`src/rtl/offnariscv_pkg.sv`:
```
// offnariscv_pkg -- shared types for the AXI-Stream arbiter slice.
//
// Contents:
//   SIF_ID_MAX_W : width that holds any legal grant index (up to 8 requesters)
//   sif_id_t     : grant index type used between the picker and the arbiter
//   arb_state_e  : output-register occupancy (EMPTY: mif_tvalid=0, FULL: mif_tvalid=1)
package offnariscv_pkg;

  localparam int SIF_ID_MAX_W = 3;

  typedef logic [SIF_ID_MAX_W-1:0] sif_id_t;

  typedef enum logic {
    EMPTY = 1'b0,
    FULL  = 1'b1
  } arb_state_e;

endpackage

```
`src/rtl/axis_arb_pick.sv`:
```
// axis_arb_pick -- combinational winner selection.
//
// Scans the request vector starting at index ptr and wrapping modulo
// NUM_SIF; the first asserted request wins. With ptr tied to zero this
// is plain lowest-index-first priority.
//
// Ports:
//   req     in  NUM_SIF   request vector (sif_tvalid)
//   ptr     in  ID_WIDTH  index at which the search starts
//   winner  out sif_id_t  index of the winning requester (0 when none)
//   any_req out 1         at least one request is asserted
module axis_arb_pick
  import offnariscv_pkg::*;
#(
  parameter int NUM_SIF  = 2,
  parameter int ID_WIDTH = 1
) (
  input  logic [NUM_SIF-1:0]  req,
  input  logic [ID_WIDTH-1:0] ptr,
  output sif_id_t             winner,
  output logic                any_req
);

  // One extra bit so ptr + offset never overflows before the wrap.
  localparam logic [ID_WIDTH:0] NUM_L = (ID_WIDTH+1)'(NUM_SIF);

  logic [ID_WIDTH:0] idx;
  logic              found;

  always_comb begin
    winner = '0;
    found  = 1'b0;
    idx    = '0;
    for (int k = 0; k < NUM_SIF; k++) begin
      idx = {1'b0, ptr} + (ID_WIDTH+1)'(k);
      if (idx >= NUM_L) begin
        idx = idx - NUM_L;
      end
      if (!found && req[idx[ID_WIDTH-1:0]]) begin
        found  = 1'b1;
        winner = sif_id_t'(idx[ID_WIDTH-1:0]);
      end
    end
  end

  assign any_req = |req;

endmodule

```
`src/rtl/axis_arbiter.sv`:
```
// axis_arbiter -- N-to-1 AXI-Stream arbiter with a registered output stage.
//
// Build option:
//   OFFNARISCV_AXIS_ARBITER_RR_EN  defined   -> round-robin arbitration
//                                  undefined -> fixed priority, lowest index wins
//
// Ports:
//   clk, rst_n       clock (rising edge) and asynchronous active-low reset
//   sif_tvalid/tdata per-requester stream inputs (NUM_SIF lanes)
//   sif_tready       per-requester ready, at most one high per cycle
//   mif_tvalid/tdata registered shared output stream
//   mif_tid          index of the requester whose beat is on mif
//   mif_tready       downstream ready
//   invalidate       drops the held output beat; blocks input that cycle
module axis_arbiter
  import offnariscv_pkg::*;
#(
  parameter  int NUM_SIF     = 2,
  parameter  int TDATA_WIDTH = 32,
  localparam int ID_WIDTH    = $clog2(NUM_SIF)
) (
  input  logic                                clk,
  input  logic                                rst_n,
  input  logic [NUM_SIF-1:0]                  sif_tvalid,
  input  logic [NUM_SIF-1:0][TDATA_WIDTH-1:0] sif_tdata,
  output logic [NUM_SIF-1:0]                  sif_tready,
  output logic                                mif_tvalid,
  output logic [TDATA_WIDTH-1:0]              mif_tdata,
  output logic [ID_WIDTH-1:0]                 mif_tid,
  input  logic                                mif_tready,
  input  logic                                invalidate
);

  arb_state_e             state_q, state_d;
  logic [TDATA_WIDTH-1:0] data_q, data_d;
  logic [ID_WIDTH-1:0]    tid_q, tid_d;
  logic [ID_WIDTH-1:0]    ptr_sel;
  sif_id_t                winner;
  logic                   any_req;
  logic                   accept;
  logic                   sif_hs;
  logic                   mif_hs;

  // rst_n gates accept so no requester sees ready while reset is held.
  assign accept = rst_n & ~invalidate & ((state_q == EMPTY) | mif_tready);
  assign sif_hs = accept & any_req;
  assign mif_hs = (state_q == FULL) & mif_tready;

  axis_arb_pick #(
    .NUM_SIF  (NUM_SIF),
    .ID_WIDTH (ID_WIDTH)
  ) u_pick (
    .req     (sif_tvalid),
    .ptr     (ptr_sel),
    .winner  (winner),
    .any_req (any_req)
  );

  // With no request there is no winner, so no lane is offered ready.
  generate
    for (genvar gi = 0; gi < NUM_SIF; gi++) begin : g_ready
      assign sif_tready[gi] = accept & any_req & (winner == sif_id_t'(gi));
    end
  endgenerate

`ifdef OFFNARISCV_AXIS_ARBITER_RR_EN
  logic [ID_WIDTH-1:0] ptr_q, ptr_d;
  logic [ID_WIDTH-1:0] ptr_next;

  assign ptr_sel  = ptr_q;
  assign ptr_next = (winner[ID_WIDTH-1:0] == ID_WIDTH'(NUM_SIF - 1))
                  ? '0 : winner[ID_WIDTH-1:0] + ID_WIDTH'(1);

  // Pointer only advances on an accepted input beat.
  always_comb begin
    ptr_d = ptr_q;
    if (sif_hs) begin
      ptr_d = ptr_next;
    end
  end

  always_ff @(posedge clk or negedge rst_n) begin
    if (!rst_n) begin
      ptr_q <= '0;
    end else begin
      ptr_q <= ptr_d;
    end
  end
`else
  assign ptr_sel = '0;
`endif

  // invalidate wins over everything; a new input beat overrides a drain,
  // which gives back-to-back throughput.
  always_comb begin
    state_d = state_q;
    data_d  = data_q;
    tid_d   = tid_q;
    if (invalidate) begin
      state_d = EMPTY;
    end else if (sif_hs) begin
      state_d = FULL;
      data_d  = sif_tdata[winner[ID_WIDTH-1:0]];
      tid_d   = winner[ID_WIDTH-1:0];
    end else if (mif_hs) begin
      state_d = EMPTY;
    end
  end

  always_ff @(posedge clk or negedge rst_n) begin
    if (!rst_n) begin
      state_q <= EMPTY;
      data_q  <= '0;
      tid_q   <= '0;
    end else begin
      state_q <= state_d;
      data_q  <= data_d;
      tid_q   <= tid_d;
    end
  end

  assign mif_tvalid = (state_q == FULL);
  assign mif_tdata  = data_q;
  assign mif_tid    = tid_q;

endmodule
```
`config.mk`:
```
export PLATFORM = sky130hd
export DESIGN_NAME = axis_arbiter
export DESIGN_NICKNAME = d
export VERILOG_FILES = /design/src/rtl/offnariscv_pkg.sv /design/src/rtl/axis_arb_pick.sv /design/src/rtl/axis_arbiter.sv
export SDC_FILE = /design/constraint.sdc
export NUM_CORES = 1
export LEC_CHECK = 0
export CORE_ASPECT_RATIO = 1.4
export CORE_MARGIN = 2
export CORE_UTILIZATION = 30
export CTS_CLUSTER_SIZE = 10
export DETAILED_ROUTE_END_ITERATION = 8
export PLACE_DENSITY_LB_ADDON = 0.2
export SETUP_SLACK_MARGIN = 0.02
export SYNTH_ARGS = -nofsm -noshare
export SYNTH_HDL_FRONTEND = slang
export SYNTH_SLANG_ARGS = --single-unit
```
`constraint.sdc`:
```
create_clock -name clk -period 3.8 [get_ports clk]
set_input_delay 0.57 -clock clk [delete_from_list [all_inputs] [get_ports clk]]
set_output_delay 0.57 -clock clk [all_outputs]
set_load 0.005 [all_outputs]
```
# Word level (Yosys, flattened, before mapping)

Cells that the tools add are included.

Register bits: 34
Word-level logic and storage cells: 27

$lt $le $gt $ge: 1
Eq/ne operators: 1
Multiplexer cells: 7
Bitwise logic cells: 9
Reduce and logical (&&, ||, !) cells: 6

Operator list:

| operator                                                                     | count |
|---|---|
| 32-bit two-way mux                                                           | 2 |
| 1-bit bitwise AND                                                            | 6 |
| 1-bit two-way mux                                                            | 5 |
| 3-bit by 1-bit == test with 1-bit output, second input constant              | 1 |
| 3-bit logical NOT                                                            | 1 |
| 3-bit nonzero test                                                           | 1 |
| 1-bit by 2-bit less-than comparator with 1-bit output, second input constant | 1 |
| 1-bit inverter                                                               | 2 |
| 2-bit AND reduction                                                          | 1 |
| 2-bit OR reduction                                                           | 1 |
| 1-bit logical AND                                                            | 1 |
| 1-bit logical NOT                                                            | 1 |
| 1-bit OR                                                                     | 1 |

# Logic depth before layout (Yosys ltp)

Gate-level depths: netlist of run 1.

Depth in word-level cells: 6
Mapped depth: 5
Gate-level depth less buffers: 3

# Cells and area by module

From an unflattened synthesis of run 1, not the netlist that was laid out.

Cell total of the unflattened synthesis: 121
Area total of the unflattened synthesis: 1,742.9 µm²

By module, submodules not included:

| module        | instances | cells each | area an instance (µm²) |
|---|---|---|---|
| axis_arbiter  | 1         | 115        | 1,706.6 |
| axis_arb_pick | 1         | 6          | 36.3 |

# Worst setup path before layout of run 1

Ideal clock, no wire load.

Path type: input port to output port
Start point: input port rst_n
End point: output port sif_tready[1]
Arrival time: 1.272 ns
Data required time: 3.230 ns
Slack: 1.958 ns
Stages on the path: 5
Path buffers: 2
Cells stage by stage: nor2b_2 buf_6 nand2_2 buf_2 nor3b_1

Cells in the longest elaborated chain, start to end: 4

RTL lines:

| what                           | line               | text |
|---|---|---|
| from (decl)                    | axis_arbiter.sv:23 | `input logic rst_n,` |
| 1-bit bitwise AND (2 in a row) | axis_arbiter.sv:45 | `assign accept = rst_n & ~invalidate & ((state_q == EMPTY) \| mif_tready);` |
| 1-bit bitwise AND (2 in a row) | axis_arbiter.sv:62 | `assign sif_tready[gi] = accept & any_req & (winner == sif_id_t'(gi));` |
| to (decl)                      | axis_arbiter.sv:26 | `output logic [NUM_SIF-1:0] sif_tready,` |

No other way between the ends.

# Worst setup path in the final report of run 1

Start point: input port invalidate
End point: output port sif_tready[1]

Cells in the longest elaborated chain, start to end: 5

RTL lines:

| what                            | line               | text |
|---|---|---|
| from (decl)                     | axis_arbiter.sv:31 | `input logic invalidate` |
| 1-bit inverter (no source line) | -                  |  |
| 1-bit bitwise AND (2 in a row)  | axis_arbiter.sv:45 |  |
| 1-bit bitwise AND (2 in a row)  | axis_arbiter.sv:62 |  |

No other way between the ends.

==> flow_metrics.tcl, run 1 <==
set metrics [dict create \
    status "finished clean" \
    irDropWorstVdd_v 0.0001836 \
    cts-buffers-inserted 5 \
    grt_pass1_vias 2323 \
    power.internal_uw 879.1 \
    overflow 0 \
    worstPathRequired_ns 3.23 \
    start_util 0.3089 \
    drc 0 \
    netlist_top_cells_count "34 x dfrtp_1, 31 x and2_1" \
    rrSetupSlack_ns 2.32 \
    use_met3 0.04293 \
    critPathLaunchType "input port" \
    track_usage 0.1808 \
    die_y_um 106.7 \
    crit_fanout 31 \
    yosys.area.top_type_share 0.3765 \
    synth.yosys.seq_area_share 0.3765 \
    timing.fmax_ghz 0.3470 \
    ys_types 26 \
    crit_type "in2out" \
    clockBufferDepth 2 \
    leakagePower_nw 1.355 \
    antenna_cells 0 \
    ys_ff_latch 34 \
    viasPerCell 5.429 \
    vias 2302 \
    wire_per_inst_um 17.50 \
    ant_nets 0 \
    worstPathArrival_ns 2.31 \
    numPortBuffers 105 \
    drtPass1Iterations 4 \
    relSlewSlack 0.1878 \
    yosysTopAreaCell "dfrtp_1" \
    slowest_stage "clkdlybuf4s50_1" \
    dieArea_um2 8252 \
    p_clk_frac 0.203 \
    fin_tns_setup_ns 0 \
    crit-reg2reg-launch "mif_tvalid" \
    drt-total-wl_um 7419 \
    slew_violations 0 \
    fin_skew_ns 0.003366 \
    syn_area_per_cell_um2 9.455 \
    grt_max_degree 55 \
    core_um2 7315 \
    p_sw_frac 0.2867 \
    cts-root-buf "clkbuf_8" \
    path_cells "clkdlybuf4s50_1 -> nor2b_4 -> nand2_2 -> buf_4 -> nor3b_1 -> clkdlybuf4s50_1" \
    critPathTopFamily "buffers and inverters" \
    grt_use_met2 0.3186 \
    fillers 773 \
    cts.clk_slew.worst_paths_ns 0.07 \
    seqPwrFrac 0.424 \
    cp-end-kind "output port" \
    fin_crit_ns 2.882 \
    finalCritPeriodShare 0.7584 \
    io_pins 106 \
    antenna_found_initial 0 \
    fin_nets 397 \
    synth_nets 309 \
    hold_violations 0 \
    netSwitchingPower_uw 353.3 \
    cellPowerDensity_nw_per_um2 366.8 \
    postCtsSetupBuffers 0 \
    met1_usage 0.2191 \
    cts_sinks 34 \
    cts_max_level 2 \
    num_rows 37 \
    post-dp-hpwl_um 4793 \
    rr_endpoint "mif_tdata[5]" \
    reg2reg_depth 4 \
    die_w_um 77.35 \
    synth_edf_count 0 \
    whs_ns 0.1883 \
    ys_top_cells_by_area "dfrtp_1 38%, a32o_1 13%, a211o_1 12%" \
    clock_latency_ns 0.28 \
    critPathBufInv 3 \
    busiest_layer "met2" \
    synthCells 239 \
    gp_congestion 0.7189 \
    drive_gt1_frac 0.06116 \
    hp-class "in2async" \
    holdBufCountCts 0 \
    cts_tree "yes" \
    yosysMostFrequentCell "dfrtp_1" \
    pwr-share-comb 0.373 \
    drv_cap 0 \
    slowest_delay_ns 0.54 \
    synth_ff_type "dfrtp_1" \
    ys.warnings.count 0 \
    grt_pass1_wl_um 11870 \
    area_growth_pct 48.67 \
    tightest_slew_ns 1.218 \
    synthArstFlopShare 1.000 \
    syn_area_um2 2260 \
    finalSetupViolCount 0 \
    rsz0062_at_grt "no" \
    cts-resized-gates 0 \
    drt_iter0_markers 117 \
    timing.critical_path.mode_cell "clkdlybuf4s50_1" \
]
==> per-stage QoR <==
step | power [mW] | cell area, um^2 | util | instances | setup slack (ns)
finish | 1.232 | 3359 | 0.4593 | 424 | 0.9183
CTS | 1.250 | 3359 | 0.4593 | 424 | 0.9112
global route | 1.308 | 3359 | 0.4593 | 424 | 0.8346
global placement | 0.9873 | 3283 | 0.4489 | 417 | 0.9343
floorplan | 0.7000 | 2260 | - | 239 | 1.958
detailed placement | 0.9922 | 3283 | 0.4489 | 417 | 0.9137
==> how the worst max path moves through the flow <==
stage / start / end / depth (start not counted)
finish: invalidate / sif_tready[1] / 6
CTS: invalidate / sif_tready[1] / 6
floorplan: rst_n / sif_tready[1] / 5
global route: invalidate / sif_tready[1] / 6
global placement: mif_tready / sif_tready[0] / 5
detailed placement: invalidate / sif_tready[1] / 6
==> per-layer routing <==
layer / wire length [um] / vias to the layer above / share of wire
met5: 0 / - / 0
met4: 75 / 0 / 0.010
met3: 466 / 7 / 0.063
met2: 3898 / 82 / 0.53
met1: 2978 / 1113 / 0.40
li1: - / 1100 / -
==> final cells by class <==
cell class,instances,area [um^2],share of cell area
multi-input cells,173,1210,0.3601
repair buffers,113,1101,0.3277
flip-flops and latches,34,850.8,0.2533
well taps,97,121.4,0.03613
clock buffers,7,76.32,0.02272
==> placed cells by master, fill, tap and decap left out, types with 3 or more instances in the layout <==
cell / Yosys / routed
nand2_1: 30 / 30
buf_4: 1 / 8
dfrtp_1: 34 / 34
a32o_1: 30 / 30
clkdlybuf4s50_1: 0 / 103
o21ai_0: 3 / 3
a211o_1: 30 / 30
and2_1: 31 / 31
clkbuf_8: 0 / 5
nor4_1: 30 / 30
==> sequential cells by signal, indices dropped and copies added (netlist names) <==
name / cells
mif_tvalid: 1
mif_tid: 1
mif_tdata: 32
==> cell families (layout without fill, tap and decap cells) <==
group	after synthesis	in the layout	synth area share
AND/OR/NAND/NOR	106	106	0.2636
flip-flops	34	34	0.3765
AO/OA/AOI/OAI	67	67	0.2685
buffers and inverters	32	120	0.09137
==> power by group through the flow <==
stage | clock network (mW) | logic, mW | registers, mW
floorplan | 0 | 0.178 | 0.522
global placement | 0 | 0.460 | 0.528
detailed placement | 0 | 0.465 | 0.528
CTS | 0.261 | 0.467 | 0.522
global route | 0.275 | 0.499 | 0.534
finish | 0.250 | 0.460 | 0.522
Note: power is estimated with default switching activity, not from simulation.
==> run 2: changes to the inputs <==
Clock period 3.8 ns to 2.43 ns, I/O delays scaled along.
==> run 2 against run 1 <==
  * Sequential power is 56% higher
  * Global-route usage is 0.65 points higher
  * Utilization is 0.62 points higher
  * Setup slack worse by 0.69 ns
  * Sequential share of layout area is 0.34 points lower
  * First-iteration DRC count is 21% lower
  * Count of clock-buffer cells in the layout stayed put
  * Power is 58% higher
  * Highest routed layer unchanged
  * Via count is 0.43% lower
==> flow_metrics.tcl, run 2 (synthesized netlist as in run 1, its figures left out) <==
set metrics [dict create \
    drt-total-wl_um 7572 \
    vias 2292 \
    holdBufCountCts 0 \
    crit_type "in2out" \
    clockBufferDepth 2 \
    wire_per_inst_um 17.61 \
    rr_endpoint "mif_tdata[10]" \
    slowest_delay_ns 0.56 \
    power.total_mw 1.942 \
    numPortBuffers 105 \
    worstPathArrival_ns 1.84 \
    critPathLaunchType "input port" \
    drtPass1Iterations 4 \
    layout_setup_ws_ns 0.2286 \
    multi_input_area_um2 1210 \
    die_y_um 106.7 \
    largest_reg_flops 32 \
    final_common_cell "clkdlybuf4s50_1" \
    antenna_found_initial 0 \
    power.internal_mw 1.382 \
    dpl_worst_slack_ns 0.1963 \
    die_w_um 77.35 \
    slowest_stage "clkdlybuf4s50_1" \
    relSlewSlack 0.4389 \
    drt_iter0_markers 93 \
    grt_pass1_wl_um 12340 \
    rsz0062_at_grt "no" \
    seqPwrFrac 0.419 \
    reg2reg_depth 4 \
    irDropWorstVdd_v 0.0003028 \
    timing.fmax_ghz 0.4542 \
    gp_congestion 0.7369 \
    crit_end "sif_tready[1]" \
    path_cells "clkdlybuf4s50_1 -> nor2b_4 -> nand2_2 -> nor3b_1 -> clkdlybuf4s50_1" \
    final_design_area_no_fill_um2 3405 \
    track_usage 0.1873 \
    final_cell_mix "103 x clkdlybuf4s50_1, 34 x dfrtp_1, 31 x and2_1" \
    dieArea_um2 8252 \
    p_sw_frac 0.2886 \
    cts-root-buf "clkbuf_8" \
    detailed_place.area_um2 3328 \
    crit_fanout 4 \
    rrSetupSlack_ns 0.99 \
    viasPerCell 5.330 \
    post-dp-hpwl_um 5129 \
    fin_tns_setup_ns 0 \
    status "finished clean" \
    ant_nets 0 \
    hold_violations 0 \
    slew_violations 0 \
    start_util 0.3089 \
    netSwitchingPower_uw 560.6 \
    core_um2 7315 \
    fin_skew_ns 0.005788 \
    fillers 780 \
    drive_gt1_frac 0.07808 \
    cp-end-kind "output port" \
    place_inst 423 \
    cts_tree "yes" \
    antenna_cells 0 \
    layout.cells.non_filler 430 \
    grt_pass1_vias 2368 \
    pwr-share-comb 0.377 \
    tightest_slew_ns 0.8408 \
    hp-class "in2async" \
    cts.clk_slew.worst_paths_ns 0.07 \
    area_growth_pct 50.66 \
    io_pins 106 \
    clock_latency_ns 0.28 \
    drv_cap 0 \
    cts_sinks 34 \
    timing.critical_path.mode_cell "clkdlybuf4s50_1" \
    postCtsSetupBuffers 0 \
    cts-resized-gates 0 \
    grt_max_degree 36 \
    leakagePower_nw 1.383 \
    finalCritPeriodShare 0.9059 \
    cts-buffers-inserted 5 \
    fin_nets 403 \
    regArea_um2 850.8 \
    p_clk_frac 0.204 \
    cts_max_level 2 \
    drc 0 \
    worstPathRequired_ns 2.07 \
    startpoint "invalidate" \
    crit-reg2reg-launch "mif_tvalid" \
    cellPowerDensity_nw_per_um2 570.5 \
    finalSetupViolCount 0 \
    fin_crit_ns 2.201 \
    overflow 0 \
    num_rows 37 \
]
run 2: worst max-delay path: cells and delay by family:
kind,cells,cell delay [ns]
AND/OR/NAND/NOR,3,0.44
buffers and inverters,2,1.04
run 2: power by group through the flow:
| stage | registers, mW | clock network, mW | logic, mW |
|---|---|---|---|
| global placement | 0.817 | 0 | 0.732 |
| global route | 0.831 | 0.435 | 0.791 |
| detailed placement | 0.822 | 0 | 0.739 |
| finish | 0.814 | 0.397 | 0.732 |
| floorplan | 0.817 | 0 | 0.278 |
| CTS | 0.812 | 0.418 | 0.744 |
run 2: layer usage:
metal	wire length [um]	up-vias	GRT usage
met5	0	-	0
met4	103	0	0.05740
met3	367	6	0.03199
met2	3943	72	0.3348
met1	3157	1103	0.2284
li1	-	1111	-
run 2: area by class of cell:
cell class	count	share of cell area
Sequential cell	34	0.2499
Timing Repair Buffer	119	0.3366
Multi-Input combinational cell	173	0.3554
Tap cell	97	0.03565
Clock buffer	7	0.02242
run 2: stage by stage:
step	util	hold slack (ns)
finish	0.4654	0.1792
global route	0.4654	0.2155
CTS	0.4654	0.1977
detailed placement	0.4550	0.5020
global placement	0.4550	0.4782
floorplan	-	0.06891
run 2: how the worst min path moves through the flow:
| stage | from | slack, ns | cells past startpoint | endpoint |
|---|---|---|---|---|
| after floorplan | rst_n | 0.07 | 0 | mif_tdata[0] |
| after global placement | mif_tid | 0.48 | 2 | mif_tid |
| after detailed placement | rst_n | 0.50 | 2 | mif_tdata[20] |
| after CTS | rst_n | 0.20 | 2 | mif_tdata[20] |
| after global routing | rst_n | 0.22 | 2 | mif_tdata[20] |
| final | rst_n | 0.18 | 2 | mif_tvalid |
